`src/rtl/ram256x1_arbiter.sv`:
```
`default_nettype none
// ==========================================================================
// ram256x1_arbiter : round-robin sharing of a 256x1 single-port RAM between
//   requesters A and B, plus a clear engine that fills all 256 locations.
//   Optional macro RAM256_ARB_FIXED_PRIO_EN: fixed priority, A beats B.
// Revision 1.0
// ==========================================================================
module ram256x1_arbiter #(
  parameter logic RR_INIT      = 1'b0,
  parameter logic CLR_ON_RESET = 1'b0
) (
  input  logic       CLK,
  input  logic       RST,
  input  logic       A_REQ,
  input  logic       A_WE,
  input  logic [7:0] A_ADDR,
  input  logic       A_D,
  output logic       A_GNT,
  output logic       A_RVALID,
  output logic       A_RDATA,
  input  logic       B_REQ,
  input  logic       B_WE,
  input  logic [7:0] B_ADDR,
  input  logic       B_D,
  output logic       B_GNT,
  output logic       B_RVALID,
  output logic       B_RDATA,
  input  logic       CLR_REQ,
  input  logic       CLR_VAL,
  output logic       BUSY,
  output logic       RAM_WE,
  output logic [7:0] RAM_A,
  output logic       RAM_D,
  input  logic       RAM_O
);

  typedef enum logic [0:0] {
    ST_IDLE  = 1'b0,
    ST_CLEAR = 1'b1
  } state_t;

  state_t     state_q, state_d;
  logic       ptr_q, ptr_d;
  logic [7:0] cnt_q, cnt_d;
  logic       clr_val_q, clr_val_d;
  logic       auto_q, auto_d;
  logic [7:0] ram_a_q, ram_a_d;
  logic       ram_d_q, ram_d_d;
  logic       a_rvalid_q, a_rvalid_d, a_rdata_q, a_rdata_d;
  logic       b_rvalid_q, b_rvalid_d, b_rdata_q, b_rdata_d;
  logic       a_gnt, b_gnt, ram_we;

  always_comb begin
    state_d    = state_q;
    ptr_d      = ptr_q;
    cnt_d      = cnt_q;
    clr_val_d  = clr_val_q;
    auto_d     = 1'b0;
    ram_a_d    = ram_a_q;
    ram_d_d    = ram_d_q;
    ram_we     = 1'b0;
    a_gnt      = 1'b0;
    b_gnt      = 1'b0;
    a_rvalid_d = 1'b0;
    a_rdata_d  = a_rdata_q;
    b_rvalid_d = 1'b0;
    b_rdata_d  = b_rdata_q;

    case (state_q)
      ST_IDLE: begin
        // A clear request (or the post-reset auto clear) beats any pending access
        if (CLR_REQ || auto_q) begin
          state_d   = ST_CLEAR;
          clr_val_d = CLR_VAL;
          cnt_d     = 8'h00;
        end else begin
`ifdef RAM256_ARB_FIXED_PRIO_EN
          a_gnt = A_REQ;
          b_gnt = B_REQ & ~A_REQ;
`else
          a_gnt = A_REQ & (~B_REQ | ~ptr_q);
          b_gnt = B_REQ & (~A_REQ | ptr_q);
          if (a_gnt)      ptr_d = 1'b1;
          else if (b_gnt) ptr_d = 1'b0;
`endif
          if (a_gnt) begin
            ram_we     = A_WE;
            ram_a_d    = A_ADDR;
            ram_d_d    = A_D;
            a_rvalid_d = ~A_WE;
            if (!A_WE) a_rdata_d = RAM_O;
          end else if (b_gnt) begin
            ram_we     = B_WE;
            ram_a_d    = B_ADDR;
            ram_d_d    = B_D;
            b_rvalid_d = ~B_WE;
            if (!B_WE) b_rdata_d = RAM_O;
          end
        end
      end
      ST_CLEAR: begin
        ram_we  = 1'b1;
        ram_a_d = cnt_q;
        ram_d_d = clr_val_q;
        cnt_d   = cnt_q + 8'd1;
        if (cnt_q == 8'hFF) state_d = ST_IDLE;
      end
      default: state_d = ST_IDLE;
    endcase
  end

  always_ff @(posedge CLK or posedge RST) begin
    if (RST) begin
      state_q    <= ST_IDLE;
      ptr_q      <= RR_INIT;
      cnt_q      <= 8'h00;
      clr_val_q  <= 1'b0;
      auto_q     <= CLR_ON_RESET;
      ram_a_q    <= 8'h00;
      ram_d_q    <= 1'b0;
      a_rvalid_q <= 1'b0;
      a_rdata_q  <= 1'b0;
      b_rvalid_q <= 1'b0;
      b_rdata_q  <= 1'b0;
    end else begin
      state_q    <= state_d;
      ptr_q      <= ptr_d;
      cnt_q      <= cnt_d;
      clr_val_q  <= clr_val_d;
      auto_q     <= auto_d;
      ram_a_q    <= ram_a_d;
      ram_d_q    <= ram_d_d;
      a_rvalid_q <= a_rvalid_d;
      a_rdata_q  <= a_rdata_d;
      b_rvalid_q <= b_rvalid_d;
      b_rdata_q  <= b_rdata_d;
    end
  end

  // Reset forces the combinational RAM/grant outputs to their idle values at once
  assign A_GNT    = a_gnt & ~RST;
  assign B_GNT    = b_gnt & ~RST;
  assign RAM_WE   = ram_we & ~RST;
  assign RAM_A    = RST ? 8'h00 : ram_a_d;
  assign RAM_D    = RST ? 1'b0 : ram_d_d;
  assign BUSY     = (state_q == ST_CLEAR);
  assign A_RVALID = a_rvalid_q;
  assign A_RDATA  = a_rdata_q;
  assign B_RVALID = b_rvalid_q;
  assign B_RDATA  = b_rdata_q;

endmodule
`default_nettype wire

```
`config.mk`:
```
export PLATFORM = sky130hd
export DESIGN_NAME = ram256x1_arbiter
export DESIGN_NICKNAME = d
export VERILOG_FILES = /design/src/rtl/ram256x1_arbiter.sv
export SDC_FILE = /design/constraint.sdc
export NUM_CORES = 1
export LEC_CHECK = 0
export CORE_MARGIN = 2
export CORE_UTILIZATION = 46
export CTS_BUF_LIST = sky130_fd_sc_hd__clkbuf_4 sky130_fd_sc_hd__clkbuf_8 sky130_fd_sc_hd__clkbuf_16
export CTS_CLUSTER_SIZE = 24
export DETAILED_ROUTE_END_ITERATION = 12
export PLACE_DENSITY = 0.79
export SYNTH_ARGS = -nofsm -noshare
export SYNTH_HDL_FRONTEND = slang
export SYNTH_SLANG_ARGS = --single-unit
```
`constraint.sdc`:
```
create_clock -name CLK -period 2.2 [get_ports CLK]
set_clock_uncertainty 0.15 [all_clocks]
set_input_delay 0.22 -clock CLK [delete_from_list [all_inputs] [get_ports CLK]]
set_output_delay 0.22 -clock CLK [all_outputs]
set_load 0.05 [all_outputs]
```
* Word level (Yosys, flattened, before mapping)
Cells that the tools add are included.
Word-level totals: flip-flop bits (word level) 24, input port bits 27, output and inout port bits 17, word-level logic and storage cells 66
Operators by class: $add $sub $neg 1, eq/ne operators 2, mux-type cells 32, bitwise logic cells 16, reductions and logical operators 5
Operator list (count):
- $mux W8 | 5
- $pmux W8 S2 | 2
- $mux W1 | 22
- $not A1 Y1 | 9
- $add A8 B1 Y8 const B | 1
- $eq A8 B8 Y1 const B | 1
- $pmux W1 S2 | 3
- $and A1 B1 Y1 | 5
- $reduce_and A5 Y1 | 1
- $reduce_and A4 Y1 | 1
- $reduce_and A3 Y1 | 1
- $ne A2 B2 Y1 const B | 1
- $or A1 B1 Y1 | 2
- $reduce_and A2 Y1 | 1
- $reduce_bool A2 Y1 | 1

* Logic depth before layout (Yosys ltp)
Gate-level depths: netlist of the first run.
depth in word-level cells 8, mapped depth 6

* Worst setup path after synthesis of the first run
OpenSTA, ideal clock, no wires.
path type flip-flop to output port, start point register state_q, in the netlist BUSY, end point output port B_GNT, arrival 2345 ps, required time 1830 ps, path slack -515 ps, stages on the path, launching flop included 3, buffers on the path 1, cell sequence dfrtp_1 > buf_6 > nor4_1
On the way: longest elaborated chain between the ends 2
RTL lines:
- from (decl) | line 42 | state_t state_q, state_d;
- from (signal assigned) | line 126 | state_q <= state_d;
- $mux W1 | line 69 | case (state_q)
- $and A1 B1 Y1 | line 142 | assign B_GNT = b_gnt & ~RST;
- to (decl) | line 25 | output logic B_GNT,
No other way between the ends.

* Worst setup path in the final report of the first run
start point register ptr_q, end point output port RAM_A[6]
On the way: longest elaborated chain between the ends 7
RTL lines:
- from (decl) | line 43 | logic ptr_q, ptr_d;
- from (signal assigned) | line 127 | ptr_q <= ptr_d;
- $or A1 B1 Y1 / $not A1 Y1 (equally long branches) | line 82, 81
- $and A1 B1 Y1 / $or A1 B1 Y1 (equally long branches) | line 82, 81
- $mux W8 / $and A1 B1 Y1 (equally long branches) | line 92, 81
- $mux W8 * | line 86 | if (a_gnt) begin
- $mux W8 * | line 72 | if (CLR_REQ || auto_q) begin
- $pmux W8 S2 * | line 69
- named net ram_a_d[6] | line 47 | logic [7:0] ram_a_q, ram_a_d;
- $mux W8 * | line 144 | assign RAM_A = RST ? 8'h00 : ram_a_d;
- to (decl) | line 32 | output logic [7:0] RAM_A,
The timed path passes the listed nets; every way through them passes the cells marked *.

==> flow_summary.json, run 1 <==
{
  "cts.sinks": 24,
  "grt_overflow": 0,
  "vias": 1429,
  "detail-route-antenna-nets": 0,
  "finalCritPeriodShare": 1.00,
  "grt_pass1_vias": 1409,
  "cp_slowest_cell": "dfrtp_2",
  "synth_simple_gate_area_frac": 0.290,
  "dieHeight_um": 60.1,
  "synthTopCellsByArea": "dfrtp_1 41%, a211oi_2 6.9%, nor4_2 6.9%, o22ai_1 3.9%, and3_1 3.5%",
  "yosysWarnings": 0,
  "finalMaxSlewViolations": 0,
  "portBuffers": 43,
  "wl_um": 4910,
  "ff2ff_path_depth": 6,
  "clockRootBuffer": "clkbuf_4",
  "coreArea_mm2": 0.00303,
  "leakage_nw": 0.969,
  "syn_avg_cell_area_um2": 10.6,
  "cts_buffer_depth": 2,
  "total_power_mw": 2.18,
  "detail_route.wl_per_cell_um": 19.9,
  "cp-endpoint": "RAM_A[6]",
  "crit_type": "flop to output port",
  "num-fill-cells": 174,
  "diodes": 0,
  "synth_top_area_frac": 0.415,
  "die_w_um": 60.1,
  "end_kind": "output port",
  "cp-start-kind": "flop",
  "dr.pass1.iters": 4,
  "cp-startpoint": "ptr_q",
  "clkTransAtPathRegs_ns": 0.14,
  "htree_levels": 1,
  "mappedNetlistNets": 165,
  "multi_input_area_um2": 982,
  "rr_endpoint": "A_RDATA",
  "irDropWorstVdd_v": 0.000522,
  "synth-seq-area-share": 0.415,
  "grt.total_usage": 0.260,
  "crit_required_ns": 1.83,
  "grt_max_degree": 23,
  "route.detailed.drc": 0,
  "syn_to_final_growth_pct": 69.9,
  "setup_ws_ns": -0.00160,
  "cts_tree": "done",
  "synth_fa_ha_area_frac": 0.00864,
  "arrival_ns": 1.83,
  "synthMuxAreaShare": 0.0397,
  "synth_cell_type_count": 41,
  "rows": 20,
  "start_util": 0.479,
  "hold_viol_final": 0,
  "tightest_slew_ns": 0.521,
  "drt_iter0_drc": 77,
  "viasPerCell": 5.79,
  "drive_gt1_frac": 0.399,
  "power.density_mw_per_mm2": 887,
  "critPathTopFamily": "compound AO/OA/AOI/OAI gates",
  "synth_area_mm2": 0.00145,
  "setup_tns_ns": -0.00160,
  "holdBufCountCts": 0,
  "violations": "negative setup slack",
  "gp_congestion": 0.950,
  "clock_latency_ns": 0.32,
  "crit_chain": "a21boi_4 > buf_4 > nand2_4 > o221a_4 > and2_4 > buf_12",
  "grt_first_pass_wirelength_um": 6910,
  "path_depth": 6,
  "seq_area_um2": 603,
  "slew_headroom": 0.652,
  "period_minus_slack_ns": 2.20,
  "synth_cells": 137,
  "cp_num_buf_inv": 2,
  "cap_violations": 0,
  "rsz0062_at_grt": "true",
  "setup_viol": 1,
  "finalNetCount": 232,
  "r2r_slack_ns": 0.44,
  "synth_top_family_by_area": "simple AND/OR/NAND/NOR gates",
  "timing.rr.start": "ptr_q",
  "fmax_ghz": 0.454,
  "io-pin-count": 44,
  "slowest_delay_ns": 0.47,
  "antenna_found_initial": 0,
  "post-dp-hpwl_um": 2990,
  "die-area_mm2": 0.00361,
  "status": "finished, violations left",
  "synth_top_cell_by_area": "dfrtp_1",
  "yosys.area_share.xor_xnor": 0.0121,
  "hold_path.class": "primary input to asynchronous set/reset pin",
  "cts_buffers": 3,
  "synth-compound-area-share": 0.186,
  "cp_max_fo": 6,
  "synth-seq-cells": 24
}
==> per-stage QoR <==
stage	hold WS [ns]	cells	util	instance area, um2	setup WS (ns)
finish	0.140	247	0.813	2460	-0.00160
global route	0.151	247	0.813	2460	-0.0630
CTS	0.145	238	0.757	2290	-0.0200
detailed placement	0.342	227	0.712	2150	-0.0212
global placement	0.321	227	0.712	2150	0.0452
floorplan	0.101	137	-	1530	0.0274
==> worst min-delay path by stage <==
stage | slack [ns] | end | cells after the start | start
after floorplan | 0.10 | A_RDATA | 1 | RST
after global placement | 0.32 | B_RDATA | 1 | B_RDATA
after detailed placement | 0.34 | B_RDATA | 1 | B_RDATA
after CTS | 0.15 | ram_a_q[6] | 3 | RST
after global routing | 0.15 | ptr_q | 3 | RST
final | 0.14 | ram_a_q[6] | 3 | RST
==> cells by family (layout without fill, tap and decap cells) <==
logic type               Yosys count  count (layout)
AO/OA/AOI/OAI                     32              32
buffers and inverters             10              73
AND/OR/NAND/NOR                   63              66
XOR/XNOR                           2               2
flip-flops                        24              24
adder cells (fa/ha/maj)            1               1
multiplexers                       5               5
==> cell usage after synthesis (all sizes together) <==
cell type and instances:
dfrtp 24, ha 1, xnor2 1, mux2 3
a2bb2oi 1, xor2 1, nor2 15, nor3 8
nor4 10, a211oi 8, inv 2, a21oi 2
o221a 1, and3 8, a32oi 1, a31o 1
a21boi 1, nand2 13, nand4 1, a31oi 1
mux2i 2, and2b 1, o21ai 6, nand3 4
and2 1, clkbuf 4, a41oi 1, nand2b 2
buf 4, o22ai 9
==> worst reg2reg max path, stage by stage (launching register included) <==
cell,delay (ns)
dfrtp_2,0.47
a21boi_4,0.21
buf_4,0.18
nand2_2,0.11
buf_4,0.17
nor2_4,0.09
mux2_4,0.30
==> routing by layer <==
metal | part of all wire | wire length (um) | vias up | global-route usage
met4 | 0.014 | 70 | 0 | 0.0921
li1 | - | - | 647 | -
met1 | 0.42 | 2050 | 702 | 0.329
met2 | 0.51 | 2500 | 70 | 0.439
met3 | 0.059 | 289 | 10 | 0.0498
met5 | 0 | 0 | - | 0
==> report_power, final <==
| part | internal [mW] | switching (mW) |
|---|---|---|
| Sequential | 0.611 | 0.226 |
| Combinational | 0.542 | 0.561 |
| Clock | 0.101 | 0.143 |
==> cell usage in the layout, fill, tap and decap left out, drive strengths merged, types with 3 or more instances in the layout <==
cell type,instances
and3,8
clkbuf,4
dfrtp,24
nand2b,4
o21ai,6
buf,36
a211oi,8
nor3,8
o22ai,9
mux2,3
clkdlybuf4s50,30
nor2,15
nand3,4
nand2,14
nor4,10
==> final cells by class <==
class / instances / share of cell area
tap: 44 / 0.0224
timing repair buffer: 67 / 0.316
multi-input combinational: 106 / 0.399
inverter: 2 / 0.00305
sequential: 24 / 0.245
clock buffer: 4 / 0.0147
==> registers in the layout (all words and copies together), names as in the netlist <==
name	cells
A_RVALID	1
ram_a_q	8
cnt_q	8
clr_val_q	1
ram_d_q	1
B_RVALID	1
A_RDATA	1
BUSY	1
ptr_q	1
B_RDATA	1
==> timing repair <==
| action | 4_1_cts | 5_1_grt |
|---|---|---|
| endpoints found under the setup margin | 9 | 9 |
| resized for setup | 7 | 13 |
| cloned | 2 | 1 |
| pin swaps | 5 | 14 |
| buffers inserted | 5 | 8 |
Note: power is estimated with default switching activity, not from simulation.
==> run 2: changes to the inputs <==
--- a/config.mk
+++ b/config.mk
@@ -5,6 +5,8 @@
 export SDC_FILE = /design/constraint.sdc
 export NUM_CORES = 1
 export LEC_CHECK = 0
+export ABC_CLOCK_PERIOD_IN_PS = 2200
+export CAP_MARGIN = 20
 export CORE_MARGIN = 2
 export CORE_UTILIZATION = 46
 export CTS_BUF_LIST = sky130_fd_sc_hd__clkbuf_4 sky130_fd_sc_hd__clkbuf_8 sky130_fd_sc_hd__clkbuf_16
==> results of run 2 <==
No change in the layout: final DEF, timing and power equal those of run 1.
==> run 3: changes to the inputs <==
--- a/config.mk
+++ b/config.mk
@@ -10,6 +10,7 @@
 export CORE_MARGIN = 2
 export CORE_UTILIZATION = 46
 export CTS_BUF_LIST = sky130_fd_sc_hd__clkbuf_4 sky130_fd_sc_hd__clkbuf_8 sky130_fd_sc_hd__clkbuf_16
+export CTS_CLUSTER_DIAMETER = 30
 export CTS_CLUSTER_SIZE = 24
 export DETAILED_ROUTE_END_ITERATION = 12
 export PLACE_DENSITY = 0.79
==> results of run 3 <==
No change in the layout: final DEF, timing and power equal those of run 1.
